--- src/rtl/mem_port_arbiter.sv ---
// Two-requester arbiter for a shared memory port with a per-access timeout.
// ARBITER_ROUND_ROBIN_EN selects round-robin on simultaneous requests; default is data priority.
module mem_port_arbiter #(
  parameter int unsigned NBits   = 32,
  parameter int unsigned TIMEOUT = 15
) (
  input  logic             clk,
  input  logic             reset,
  input  logic             Req0,
  input  logic [NBits-1:0] Addr0,
  input  logic             Req1,
  input  logic [NBits-1:0] Addr1,
  input  logic             WrEn1,
  input  logic             Mem_Ready,
  output logic             Selector,
  output logic [NBits-1:0] Mem_Addr,
  output logic             Mem_Valid,
  output logic             Mem_WrEn,
  output logic             Done0,
  output logic             Done1,
  output logic             Abort
);

  localparam logic [7:0] TimeoutCnt = 8'(TIMEOUT);

  typedef enum logic [1:0] {
    StIdle,
    StServe0,
    StServe1
  } state_e;

  state_e     state_q, state_d;
  logic [7:0] wait_cnt_q, wait_cnt_d;
  logic       selector_q, selector_d;
  logic       done0_q, done0_d;
  logic       done1_q, done1_d;
  logic       abort_q, abort_d;
  logic       grant1;

`ifdef ARBITER_ROUND_ROBIN_EN
  logic last_q, last_d;

  // On contention, favour whichever requester was not granted most recently.
  always_comb begin
    grant1 = 1'b0;
    if (Req0 && Req1) begin
      grant1 = ~last_q;
    end else begin
      grant1 = Req1;
    end
  end
`else
  // Data requests win on contention.
  always_comb begin
    grant1 = Req1;
  end
`endif

  always_comb begin
    state_d    = state_q;
    wait_cnt_d = wait_cnt_q;
    selector_d = selector_q;
    done0_d    = 1'b0;
    done1_d    = 1'b0;
    abort_d    = 1'b0;
`ifdef ARBITER_ROUND_ROBIN_EN
    last_d     = last_q;
`endif
    unique case (state_q)
      StIdle: begin
        if (Req0 || Req1) begin
          state_d    = grant1 ? StServe1 : StServe0;
          selector_d = grant1;
          wait_cnt_d = 8'd0;
`ifdef ARBITER_ROUND_ROBIN_EN
          last_d     = grant1;
`endif
        end
      end
      StServe0, StServe1: begin
        // Ready wins over the timeout when both land in the same cycle.
        if (Mem_Ready) begin
          state_d    = StIdle;
          wait_cnt_d = 8'd0;
          done0_d    = (state_q == StServe0);
          done1_d    = (state_q == StServe1);
        end else if (wait_cnt_q == TimeoutCnt) begin
          state_d    = StIdle;
          wait_cnt_d = 8'd0;
          abort_d    = 1'b1;
        end else begin
          wait_cnt_d = wait_cnt_q + 8'd1;
        end
      end
      default: begin
        state_d    = StIdle;
        wait_cnt_d = 8'd0;
      end
    endcase
  end

  always_ff @(posedge clk) begin
    if (!reset) begin
      state_q    <= StIdle;
      wait_cnt_q <= 8'd0;
      selector_q <= 1'b0;
      done0_q    <= 1'b0;
      done1_q    <= 1'b0;
      abort_q    <= 1'b0;
    end else begin
      state_q    <= state_d;
      wait_cnt_q <= wait_cnt_d;
      selector_q <= selector_d;
      done0_q    <= done0_d;
      done1_q    <= done1_d;
      abort_q    <= abort_d;
    end
  end

`ifdef ARBITER_ROUND_ROBIN_EN
  always_ff @(posedge clk) begin
    if (!reset) begin
      last_q <= 1'b1;
    end else begin
      last_q <= last_d;
    end
  end
`endif

  assign Selector  = selector_q;
  assign Mem_Addr  = selector_q ? Addr1 : Addr0;
  assign Mem_Valid = (state_q != StIdle);
  assign Mem_WrEn  = (state_q == StServe1) && WrEn1;
  assign Done0     = done0_q;
  assign Done1     = done1_q;
  assign Abort     = abort_q;

endmodule

--- config.mk ---
export PLATFORM = sky130hd
export DESIGN_NAME = mem_port_arbiter
export DESIGN_NICKNAME = d
export VERILOG_FILES = /design/src/rtl/mem_port_arbiter.sv
export SDC_FILE = /design/constraint.sdc
export NUM_CORES = 1
export LEC_CHECK = 0
export ABC_AREA = 1
export CORE_ASPECT_RATIO = 0.6
export CORE_MARGIN = 5
export CORE_UTILIZATION = 32
export CTS_CLUSTER_DIAMETER = 40
export DETAILED_ROUTE_END_ITERATION = 8
export PLACE_DENSITY_LB_ADDON = 0.3
export SYNTH_ARGS = -nofsm -noshare
export SYNTH_HDL_FRONTEND = slang
export SYNTH_SLANG_ARGS = --single-unit
--- constraint.sdc ---
create_clock -name clk -period 4 [get_ports clk]
set_clock_uncertainty 0.05 [all_clocks]
set_input_delay 0.4 -clock clk [delete_from_list [all_inputs] [get_ports clk]]
set_output_delay 0.4 -clock clk [all_outputs]
set_load 0.005 [all_outputs]
==> flow_summary.toml <==
[sta]
final_max_slew_viol_count = 0
worstMarginPinSlew_ns = 0.900
setup_slack_ns = 1.61
max_freq_mhz = 419
grt_setup_unrepaired = "no"
finalSetupTns_ns = 0
finalSetupViolations = 0
min_period_over_period_pct = 59.7
min_period_ns = 2.39
slew_headroom_pct = 39.9
final_hold_viol_count = 0

[logic_synthesis]
yosys_most_used_dff = "dfxtp_1"
synth_edf_count = 0
synth_seq_cells = 14
synth_cells = 202
ys_async_sr_fraction_pct = 0
synth_top_family_by_area = "simple AND/OR/NAND/NOR gates"
yosys_warnings = 0
synth-simple-area-share_pct = 53.0
synth.area.mux_share_pct = 0
synth_compound_area_share_pct = 6.12
syn_nets = 276
syn_area_um2 = 1120
synth.avg_cell_area_um2 = 5.56
synth_xor_area_share_pct = 1.56
synth_adder_area_share_pct = 4.45
synth_cell_types = 21
yosysSeqAreaShare_pct = 24.9

[clock_network]
root_buffer = "clkbuf_8"
clock-sinks = 14
clkTransAtPathRegs_ns = 0.06
post_cts_buffers = 0
cts.htree.levels = 1
cts_made_buffers = 3
cts_buffer_depth = 2
clk_latency_ns = 0.25
cts.repair.resized = 0
cts_hold_buf = 0
cts_tree = "yes"

[worst_setup_path]
setup.worst_path.end_class = "output port"
crit_top_cell = "nand2_1"
cp_top_family = "buffers and inverters"
worstPathCellList = "inv_1 -> nand2_1 -> nand2_1 -> clkdlybuf4s50_1"
crit_fanout = 32
worstSetupPathType = "register to output port"
critPathBufInv = 2
cp.required_ns = 3.55
startpoint_type = "register"
cp_slowest_cell = "inv_1"
cpPeakStageDelay_ns = 0.65
worstPathArrival_ns = 1.94

[worst_hold_path]
hp-class = "register to register"

[global_route]
grt_max_degree = 35
grt_pass1_vias = 1413
grt_overflow_total = 0
antenna_found_initial = 0
grt.total_usage_pct = 17.0
grt_pass1_wl_um = 6570

[finish]
final_core_util_pct = 68.2
syn_to_final_growth_pct = 102
drive_gt1_share_pct = 4.26
nets = 380
fillers = 294
final_common_cell = "nand2_1"
final_cell_mix = "nand2_1, clkdlybuf4s50_1, inv_1, dfxtp_1, nor2_1"
num_antenna_cells = 0

[placed_design]
portBuffers = 107
dp_slack_ns = 1.84
place_congestion = 0.868
hpwl_um = 3500

[detailed_routing]
drt_iter0_markers = 33
viasPerCell = 4.41
wl_met1_um = 1680
top_layer = "met4"
drt-pass1-iter-count = 4
vias = 1542
dr_wl_met2_um = 1930
wl_met3_um = 547
wl_per_cell_um = 12.0
drt-total-wl_um = 4200
ant_nets = 0
post-route-drc-count = 0

[floorplanning]
die_w_um = 86.5
pin_count = 108
start_util_pct = 33.8
die_area_um2 = 4840
core.rowCount = 16
core_area_um2 = 3320
die_y_um = 55.9

[job]
drv_cap = 0

[power_and_ir_drop]
vdd_drop_max_v = 0.000138
power_leakage_nw = 1.04
power.density_nw_per_um2 = 263

[status]
status = "complete, no violations"
[through the flow]
step / hold WS, ns / cell area, um^2 / std cells / power, mW
floorplan: 0.409 / 1120 / 202 / 0.276
global placement: 0.433 / 2210 / 346 / 0.460
detailed placement: 0.436 / 2210 / 346 / 0.462
CTS: 0.444 / 2270 / 350 / 0.601
global route: 0.495 / 2270 / 350 / 0.637
finish: 0.439 / 2270 / 350 / 0.595
[synthesized netlist by cell type, types with 2 or more instances]
master / number / share of area [%]
xor2_1: 2 / 1.6
nand2_1: 114 / 38
buf_2: 5 / 2.2
a21oi_1: 5 / 2.2
nand3_1: 6 / 2.7
inv_1: 16 / 5.3
nand4_1: 3 / 1.7
clkbuf_1: 3 / 1.0
o21ai_0: 4 / 1.8
ha_1: 4 / 4.5
nor2_2: 2 / 1.1
nor2_1: 14 / 4.7
dfxtp_1: 14 / 25
nand3_2: 2 / 1.8
nand2_4: 2 / 2.0
[logic make-up after synthesis]
| logic type | count (synthesis) |
|---|---|
| and+or+nand+nor | 145 |
| buffers and inverters | 26 |
| DFF | 14 |
| AOI/OAI and AO/OA | 11 |
| adders and majority gates | 4 |
| xor gates and xnor gates | 2 |
[routing by layer]
| layer | vias to the layer above | global-route usage, % |
|---|---|---|
| met5 | - | 0 |
| met4 | 0 | 3.33 |
| met3 | 6 | 8.28 |
| met2 | 70 | 28.6 |
| met1 | 648 | 19.5 |
| li1 | 818 | - |
[worst reg2reg max path, cell delays in order (launching register included)]
cell      delay, ns
dfxtp_1        0.35
inv_1          0.07
ha_1           0.36
nand2_1        0.10
o21bai_4       0.19
nand2_2        0.09
nand2_4        0.08
nor2_1         0.12
[worst paths after layout]
path	cells past startpoint	end	slack, ns	start
worst max-delay path	4	Mem_Addr[3]	1.61	Selector
worst min-delay path	2	state_q[1]	0.44	state_q[1]
worst max register to register	7	wait_cnt_q[7]	2.52	state_q[0]
worst min register to register	2	state_q[1]	0.44	state_q[1]
[power by group]
part	switching, mW	total [mW]	internal (mW)
logic	0.123	0.306	0.182
registers	0.00539	0.152	0.147
clock network	0.0495	0.137	0.0872
total	0.178	0.595	0.417
[layout make-up]
cell class	instances	area [um^2]	share of cell area (%)
inverter	17	63.8	2.82
sequential	14	280	12.4
tap	45	56.3	2.48
clock buffer	4	55.1	2.43
timing repair buffer	108	1080	47.6
multi-input combinational	162	732	32.3
[state kept, by name, indices dropped and copies added, names as in the netlist]
register    count
Done0           1
Selector        1
state_q         2
wait_cnt_q      8
Done1           1
Abort           1
Power figures use the tool's default switching activity.
